==> src/rtl/mc_ctrl_pkg.sv <==
// mc_ctrl_pkg: states, instruction classes, opcode/funct and control code constants
package mc_ctrl_pkg;
   typedef enum logic [3:0] {
      S_IDLE, S_FETCH, S_DECODE, S_EXEC_R, S_EXEC_I, S_MEM_ADDR,
      S_MEM_RD, S_MEM_WR, S_WB_ALU, S_WB_MEM, S_BRANCH, S_JUMP
   } state_e;
   typedef enum logic [2:0] {CL_R, CL_I, CL_MEM, CL_BR, CL_J, CL_ILL} class_e;
   localparam logic [5:0] OP_R = 6'b000000, OP_J = 6'b000010, OP_JAL = 6'b000011,
      OP_BEQ = 6'b000100, OP_BNE = 6'b000101, OP_ADDI = 6'b001000, OP_SLTI = 6'b001010,
      OP_ANDI = 6'b001100, OP_LH = 6'b100001, OP_LW = 6'b100011, OP_SH = 6'b101001,
      OP_SW = 6'b101011;
   localparam logic [5:0] F_SLL = 6'b000000, F_SRL = 6'b000010, F_JR = 6'b001000,
      F_JALR = 6'b001001, F_ADD = 6'b100000, F_SUB = 6'b100010, F_AND = 6'b100100,
      F_OR = 6'b100101, F_XOR = 6'b100110, F_NOR = 6'b100111, F_SLT = 6'b101010;
   localparam logic [3:0] ALU_ADD = 4'b0010, ALU_SUB = 4'b0110, ALU_AND = 4'b0000,
      ALU_OR = 4'b0001, ALU_NOR = 4'b1100, ALU_SLT = 4'b0111, ALU_SLL = 4'b0100,
      ALU_SRL = 4'b0101, ALU_XOR = 4'b0011, ALU_PASS = 4'b1111;
   localparam logic [1:0] SRCB_B = 2'b00, SRCB_4 = 2'b01, SRCB_IMM = 2'b10, SRCB_IMM2 = 2'b11;
   localparam logic [1:0] PCS_ALU = 2'b00, PCS_OUT = 2'b01, PCS_JMP = 2'b10, PCS_REG = 2'b11;

   function automatic class_e op_class(input logic [5:0] op, input logic [5:0] fn);
      class_e c;
      c = CL_ILL;
      case (op)
         OP_R: case (fn)
            F_SLL, F_SRL, F_ADD, F_SUB, F_AND, F_OR, F_XOR, F_NOR, F_SLT: c = CL_R;
            F_JR, F_JALR: c = CL_J;
            default: c = CL_ILL;
         endcase
         OP_ADDI, OP_ANDI, OP_SLTI: c = CL_I;
         OP_LW, OP_LH, OP_SW, OP_SH: c = CL_MEM;
         OP_BEQ, OP_BNE: c = CL_BR;
         OP_J, OP_JAL: c = CL_J;
         default: c = CL_ILL;
      endcase
      return c;
   endfunction
endpackage

==> src/rtl/mc_alu_decode.sv <==
// mc_alu_decode: ALUOp for EXEC_R (from funct) and EXEC_I (from opcode)
module mc_alu_decode
   import mc_ctrl_pkg::*;
(
   input  logic [5:0] opcode_i,
   input  logic [5:0] funct_i,
   output logic [3:0] alu_op_o
);
   always_comb begin
      alu_op_o = ALU_ADD;
      if (opcode_i == OP_R)
         case (funct_i)
            F_SUB: alu_op_o = ALU_SUB;
            F_AND: alu_op_o = ALU_AND;
            F_OR:  alu_op_o = ALU_OR;
            F_NOR: alu_op_o = ALU_NOR;
            F_SLT: alu_op_o = ALU_SLT;
            F_SLL: alu_op_o = ALU_SLL;
            F_SRL: alu_op_o = ALU_SRL;
            F_XOR: alu_op_o = ALU_XOR;
            default: alu_op_o = ALU_ADD;
         endcase
      else
         alu_op_o = opcode_i == OP_ANDI ? ALU_AND : opcode_i == OP_SLTI ? ALU_SLT : ALU_ADD;
   end
endmodule

==> src/rtl/multi_cycle_controller.sv <==
// multi_cycle_controller: sequencing FSM for the multi-cycle MIPS datapath
module multi_cycle_controller
   import mc_ctrl_pkg::*;
#(
   parameter bit RESET_TO_IDLE = 1'b1
) (
   input  logic       clk,
   input  logic       rst,
   input  logic [5:0] opcode,
   input  logic [5:0] funct,
   input  logic       mem_ready,
   output logic       PCWrite,
   output logic       PCWriteCond,
   output logic       BranchNE,
   output logic       IorD,
   output logic       MemRead,
   output logic       MemWrite,
   output logic       IRWrite,
   output logic       MemtoReg,
   output logic       RegDst,
   output logic       RegWrite,
   output logic       ALUSrcA,
   output logic       to_reg31,
   output logic       SH,
   output logic       LH,
   output logic [1:0] ALUSrcB,
   output logic [3:0] ALUOp,
   output logic [1:0] PCSource,
   output logic       illegal_op
);
   state_e state_q, state_d, st;
   class_e cls;
   logic [3:0] dec_op;
   logic is_link;

   mc_alu_decode u_dec (.opcode_i(opcode), .funct_i(funct), .alu_op_o(dec_op));

   assign cls = op_class(opcode, funct);
   assign is_link = opcode == OP_JAL || (opcode == OP_R && funct == F_JALR);
   // outputs follow IDLE while reset is held so every strobe drops at once
   assign st = rst ? state_q : S_IDLE;

   always_ff @(posedge clk or negedge rst)
      if (!rst) state_q <= RESET_TO_IDLE ? S_IDLE : S_FETCH;
      else state_q <= state_d;

   always_comb begin
      state_d = state_q;
      {PCWrite, PCWriteCond, BranchNE, IorD, MemRead, MemWrite, IRWrite} = '0;
      {MemtoReg, RegDst, RegWrite, ALUSrcA, to_reg31, SH, LH, illegal_op} = '0;
      ALUSrcB = SRCB_B;
      ALUOp = ALU_AND;
      PCSource = PCS_ALU;
      case (st)
         S_IDLE: state_d = S_FETCH;
         S_FETCH: begin
            MemRead = 1'b1;
            ALUSrcB = SRCB_4;
            ALUOp = ALU_ADD;
            IRWrite = mem_ready;
            PCWrite = mem_ready;
            state_d = mem_ready ? S_DECODE : S_FETCH;
         end
         S_DECODE: begin
            ALUSrcB = SRCB_IMM2;
            ALUOp = ALU_ADD;
            illegal_op = cls == CL_ILL;
            state_d = cls == CL_R ? S_EXEC_R : cls == CL_I ? S_EXEC_I :
                      cls == CL_MEM ? S_MEM_ADDR : cls == CL_BR ? S_BRANCH :
                      cls == CL_J ? S_JUMP : S_FETCH;
         end
         S_EXEC_R: begin
            ALUSrcA = 1'b1;
            ALUOp = dec_op;
            state_d = S_WB_ALU;
         end
         S_EXEC_I: begin
            ALUSrcA = 1'b1;
            ALUSrcB = SRCB_IMM;
            ALUOp = dec_op;
            state_d = S_WB_ALU;
         end
         S_MEM_ADDR: begin
            ALUSrcA = 1'b1;
            ALUSrcB = SRCB_IMM;
            ALUOp = ALU_ADD;
            state_d = opcode == OP_SW || opcode == OP_SH ? S_MEM_WR : S_MEM_RD;
         end
         S_MEM_RD: begin
            MemRead = 1'b1;
            IorD = 1'b1;
            LH = opcode == OP_LH;
            state_d = mem_ready ? S_WB_MEM : S_MEM_RD;
         end
         S_MEM_WR: begin
            MemWrite = 1'b1;
            IorD = 1'b1;
            SH = opcode == OP_SH;
            state_d = mem_ready ? S_FETCH : S_MEM_WR;
         end
         S_WB_ALU: begin
            RegWrite = 1'b1;
            RegDst = opcode == OP_R;
            state_d = S_FETCH;
         end
         S_WB_MEM: begin
            RegWrite = 1'b1;
            MemtoReg = 1'b1;
            LH = opcode == OP_LH;
            state_d = S_FETCH;
         end
         S_BRANCH: begin
            ALUSrcA = 1'b1;
            ALUOp = ALU_SUB;
            PCWriteCond = 1'b1;
            PCSource = PCS_OUT;
            BranchNE = opcode == OP_BNE;
            state_d = S_FETCH;
         end
         S_JUMP: begin
            PCWrite = 1'b1;
            ALUOp = ALU_PASS;
            PCSource = opcode == OP_R ? PCS_REG : PCS_JMP;
            RegWrite = is_link;
            to_reg31 = is_link;
            state_d = S_FETCH;
         end
         default: state_d = S_IDLE;
      endcase
   end
endmodule

==> config.mk <==
export PLATFORM = sky130hd
export DESIGN_NAME = multi_cycle_controller
export DESIGN_NICKNAME = d
export VERILOG_FILES = /design/src/rtl/mc_ctrl_pkg.sv /design/src/rtl/mc_alu_decode.sv /design/src/rtl/multi_cycle_controller.sv
export SDC_FILE = /design/constraint.sdc
export NUM_CORES = 1
export LEC_CHECK = 0
export BUFFER_PORTS_ARGS = -buffer_cell sky130_fd_sc_hd__buf_4
export CORE_AREA = 4 4 52 54
export DETAILED_ROUTE_END_ITERATION = 16
export DIE_AREA = 0 0 56 58
export MAX_ROUTING_LAYER = met4
export PLACE_DENSITY = 0.79
export SLEW_MARGIN = 20
export SYNTH_ARGS = -nofsm -noshare
export SYNTH_HDL_FRONTEND = slang
export SYNTH_SLANG_ARGS = --single-unit
==> constraint.sdc <==
create_clock -name clk -period 4.1 [get_ports clk]
set_clock_uncertainty 0.05 [all_clocks]
set_input_delay 0.615 -clock clk [delete_from_list [all_inputs] [get_ports clk]]
set_output_delay 0.615 -clock clk [all_outputs]
set_load 0.02 [all_outputs]
Yosys cells after proc, flatten, opt, wreduce, memory -nomap -nowiden:

Index checks and enable logic that the tools add are counted.
Widths: inputs -> output; s select.

* register bits after elaboration: 4
* output and inout bits: 23

* eq/ne operators: 37
* multiplexer cells: 36
* reductions and logical operators: 22

Operator list (count)
* $eq 6x6->1 const B: 11
* $mux 4: 9
* $pmux 4 s8: 1
* $eq 6x4->1 const B: 5
* $pmux 4 s7: 1
* $eq 6x2->1 const B: 3
* $reduce_or 2->1: 9
* $eq 4x3->1 const B: 4
* $eq 4x4->1 const B: 4
* $pmux 4 s4: 1
* $mux 1: 15
* $pmux 3 s5: 1
* $eq 6x3->1 const B: 2
* $logic_not 6->1: 2
* $reduce_or 9->1: 1
* $eq 4x2->1 const B: 2
* $reduce_or 4->1: 2
* $eq 3x2->1 const B: 2
* $eq 3x3->1 const B: 2
* $mux 3: 2
* $pmux 2 s3: 1
* $pmux 3 s2: 1
* $reduce_or 3->1: 2
* $reduce_or 5->1: 1
* 9 further kinds: 11

Logic depth before layout (Yosys ltp):

* depth in word-level cells: 11
* depth in mapped cells: 6

By module:

Synthesis repeated with hierarchy kept, for this count alone.

* cell total of the unflattened synthesis: 154
* area total of the unflattened synthesis: 1058.5 um2

By module, submodules not included
* multi_cycle_controller: cells each 127, area each 865.8 um2, times used 1
* mc_alu_decode: cells each 27, area each 192.7 um2, times used 1

Worst setup path after synthesis:

No wires, ideal clock.

* kind: input-to-output
* start point: in opcode[5]
* end point: out illegal_op
* arrival time: 2.024 ns
* stages on the path: 6
* setup slack: 1.411 ns
* path buffers: 1
* cell sequence: clkbuf_1 > nor2_2 > nand3_1 > a21oi_1 > o32ai_1 > a221oi_1

* word-level cells in the longest chain between the ends: 5

Ends and longest elaborated chain
* from (decl): RTL line multi_cycle_controller.sv:9 `input logic [5:0] opcode,`
* $eq 6x6->1 (tied with other cells): RTL line mc_ctrl_pkg.sv:24 `case (op)`
* $reduce_or 4->1 (tied with other cells): RTL line mc_ctrl_pkg.sv:24
* $pmux 3 s5 *: RTL line mc_ctrl_pkg.sv:24
* $eq 3x3->1 *: RTL line multi_cycle_controller.sv:67 `illegal_op = cls == CL_ILL;`
* $mux 1 *: RTL line multi_cycle_controller.sv:54 `case (st)`
* to (decl): RTL line multi_cycle_controller.sv:29 `output logic illegal_op`

Every way passes the cells marked *; elsewhere a longest branch is shown, timed or not.

Final worst setup path:

* start point: reg state_q[0]
* end point: out ALUOp[0]

* word-level cells in the longest chain between the ends: 4

Ends and longest elaborated chain
* from (decl): RTL line multi_cycle_controller.sv:31 `state_e state_q, state_d, st;`
* from (signal assigned): RTL line multi_cycle_controller.sv:44 `if (!rst) state_q <= RESET_TO_IDLE ? S_IDLE : S_FETCH;`
* from (signal assigned): RTL line multi_cycle_controller.sv:45 `else state_q <= state_d;`
* $mux 4 *: RTL line multi_cycle_controller.sv:41 `assign st = rst ? state_q : S_IDLE;`
* $eq 4x3->1 (tied with other cells): RTL line multi_cycle_controller.sv:54
* $reduce_or 3->1 (no source line) or $reduce_or 2->1 (tied branches)
* $pmux 4 s4 *: RTL line multi_cycle_controller.sv:54
* to (decl): RTL line multi_cycle_controller.sv:27 `output logic [3:0] ALUOp,`

Marks and branches as above.

==> impl_metrics.toml <==
[synthesis]
syn_area_sq_um = 985
yosysTopAreaCell = "dfrtp_1"
synth_cells = 154
synth-edff-count = 0
yosysSeqAreaShare_pct = 10.2
synth_top_area_share_pct = 10.2
avgSynthCellArea_sq_um = 6.39
synthTopCellsByArea = "dfrtp_1, nor2_1, nand2_1, a21oi_1, nand2b_1"
yosysWarningCount = 0
synth_fp_nets = 169
synth_seq_cells = 4
synth_top_flop_cell = "dfrtp_1"
async_flop_share_pct = 100
synth.distinct_cells = 50

[timing]
fin_crit_ns = 2.67
max_freq_mhz = 374
finalHoldViolCount = 0
tns_ns = 0
holdWs_ns = 0.147
rsz0062_at_grt = "no"
relSlewSlack_pct = 57.6
slew_viol_final = 0
tightest_slew_ns = 0.635
fin_crit_sh_pct = 65.2
setup_violations = 0

[worst_setup_path]
r2r_cells = 3
r2r_end = "state_q[3]$_DFF_PN0_"
timing.rr.start = "state_q[2]$_DFF_PN0_"
start_kind = "register"
cp.required_ns = 3.43
timing.critical_path.slowest_stage_cell = "dfrtp_1"
cp_num_cells = 6
cp_common_cell = "nand2_1"
cp-end-kind = "primary output"
rrSetupSlack_ns = 2.36
worst-path-buf-inv = 1
critPathTopFamily = "flip-flops"
cpPeakStageDelay_ns = 0.66
path_cells = "nand2_1 -> o22ai_1 -> nand2_1 -> nand4b_1 -> o21ai_1 -> buf_4"
path_class = "reg2out"
cp_max_fo = 17
cp.arrival_ns = 2.01

[cells_and_area]
final_util_pct = 56.8
drive_above_1_share_pct = 26.4
largest_reg_flops = 4
regMostFlops = "state_q"
num_antenna_cells = 0
synthToLayoutAreaGrowth_pct = 27.7
nNetsFinal = 199
reg_top3 = "state_q (4)"
finalInstanceArea_sq_um = 1260

[placed_design]
dpl.hpwl_mm = 2.46
postPlaceCellArea_sq_um = 1230
io_buffers = 37
globalplace.congestion = 0.915

[routing]
num_vias = 1303
drt-initial-drc-count = 80
drc_errors = 0
routed_wl_mm = 3.17
drt_pass1_iterations = 4
via_per_inst = 6.20
wire_per_inst_microns = 15.1
ant_nets = 0

[die]
rows = 17
num_io_pins = 38
die_y_microns = 58
coreArea_sq_um = 2210
start_util_pct = 44.5
die-width_microns = 56
die_area_sq_um = 3250

[clock_tree]
cts_root_buffer = "clkbuf_4"
h-tree-depth = 1
cts.path.max_buffers = 2
cts_tree = "built"
clock-sinks = 4
hold_buffers = 0
clk_pin_slew_ns = 0.04
cts_setup_buffers = 0
cts_buffers = 3
cts.repair.resized = 0
clock_latency_ns = 0.24

[pwr]
p_comb_share_pct = 51.8
ir_drop_mv = 0.128
p_per_area_nw_per_um2 = 167
p_clk_share_pct = 23.0
p_leak_nw = 0.530
switching_share_pct = 43.4
internal-power_mw = 0.119
p_switching_mw = 0.0914
pwr-share-seq_pct = 25.2

[global_route]
overflow = 0
grt_usage_pct = 18.7
antenna_found_initial = 0
grt_first_pass_wirelength_mm = 5.01
grt_max_degree = 18
grt_pass1_vias = 1148

[status]
outcome = "complete, no violations"

[job]
maxCapViolations = 0

[min_path]
hold_class = "in2async"
## how the worst max path moves through the flow
stage	from	to	slack, ns
6_report	state_q[0]$_DFF_PN0_	ALUOp[0]	1.43
5_1_grt	opcode[3]	illegal_op	1.27
4_1_cts	opcode[3]	illegal_op	1.46
3_5_place_dp	opcode[3]	illegal_op	1.47
3_3_place_gp	funct[2]	illegal_op	1.48
2_1_floorplan	opcode[5]	illegal_op	1.41
## kinds of logic (layout without fill, tap and decap cells)
family	count (synthesis)	after routing	synth area share [%]
flip-flops	4	4	10.2
buffers and inverters	19	47	9.02
multiplexers	1	1	1.02
AND/OR/NAND/NOR	77	77	41.2
AO/OA/AOI/OAI	50	50	36.0
XOR/XNOR	3	3	2.67
## through the flow
| stage | power (mW) | setup WS (ns) | std cells |
|---|---|---|---|
| after global placement | 0.159 | 1.48 | 207 |
| after global routing | 0.225 | 1.27 | 210 |
| after detailed placement | 0.160 | 1.47 | 207 |
| after CTS | 0.210 | 1.46 | 210 |
| final | 0.211 | 1.43 | 210 |
| after floorplan | 0.124 | 1.41 | 154 |
## layer usage
layer  vias to the layer above  global-route usage (%)  wire, microns
met4                         0                    4.75              6
li1                        632                       -              -
met5                         -                       -              0
met1                       597                    22.7           1300
met2                        72                    32.7           1580
met3                         2                    2.67            277
## worst reg2reg max path: stages, from the launching register on
cell and delay [ns]:
dfrtp_1 0.53, nor3b_1 0.53, nand2_1 0.22, o31ai_1 0.29
## cell usage after synthesis (2+ instances only)
| cell | count |
|---|---|
| nor2_1 | 19 |
| nand2_1 | 16 |
| a21oi_1 | 9 |
| clkbuf_1 | 8 |
| nand2b_1 | 7 |
| o21ai_0 | 7 |
| inv_1 | 6 |
| nand3_1 | 6 |
| dfrtp_1 | 4 |
| nand4_1 | 4 |
| nor3_1 | 4 |
| nor4_1 | 4 |
| o21ai_1 | 4 |
| o22ai_1 | 4 |
| nor2b_1 | 3 |
| o31ai_1 | 3 |
| a31oi_1 | 2 |
| a32oi_1 | 2 |
| and2_1 | 2 |
| buf_2 | 2 |
| buf_6 | 2 |
| nand3b_1 | 2 |
| nand4b_1 | 2 |
| nor2_2 | 2 |
| o21a_1 | 2 |
| o21bai_1 | 2 |
| or3_1 | 2 |
| xor2_1 | 2 |
## placed cells by master, fill, tap and decap left out, types with 6 or more instances in the layout
cell type | synthesis | layout
buf_4 | 0 | 37
a21oi_1 | 9 | 9
nor2_1 | 19 | 19
nand3_1 | 6 | 6
nand2b_1 | 7 | 7
inv_1 | 6 | 6
nand2_1 | 16 | 16
o21ai_0 | 7 | 7
## cell type report
type / count / area [sq um]
Clock buffer: 3 / 22.5
Fill cell: 228 / 955
Inverter: 7 / 26.3
Multi-Input combinational cell: 131 / 796
Sequential cell: 4 / 100
Tap cell: 28 / 35.0
Timing Repair Buffer: 37 / 278
## power groups by stage
stage / Sequential [mW] / Combinational [mW] / Clock, mW
after floorplan: 0.0439 / 0.0804 / 0
after detailed placement: 0.0530 / 0.107 / 0
final: 0.0531 / 0.109 / 0.0484
after CTS: 0.0526 / 0.108 / 0.0490
after global placement: 0.0531 / 0.106 / 0
after global routing: 0.0537 / 0.119 / 0.0519
(Power assumes the default switching activity.)
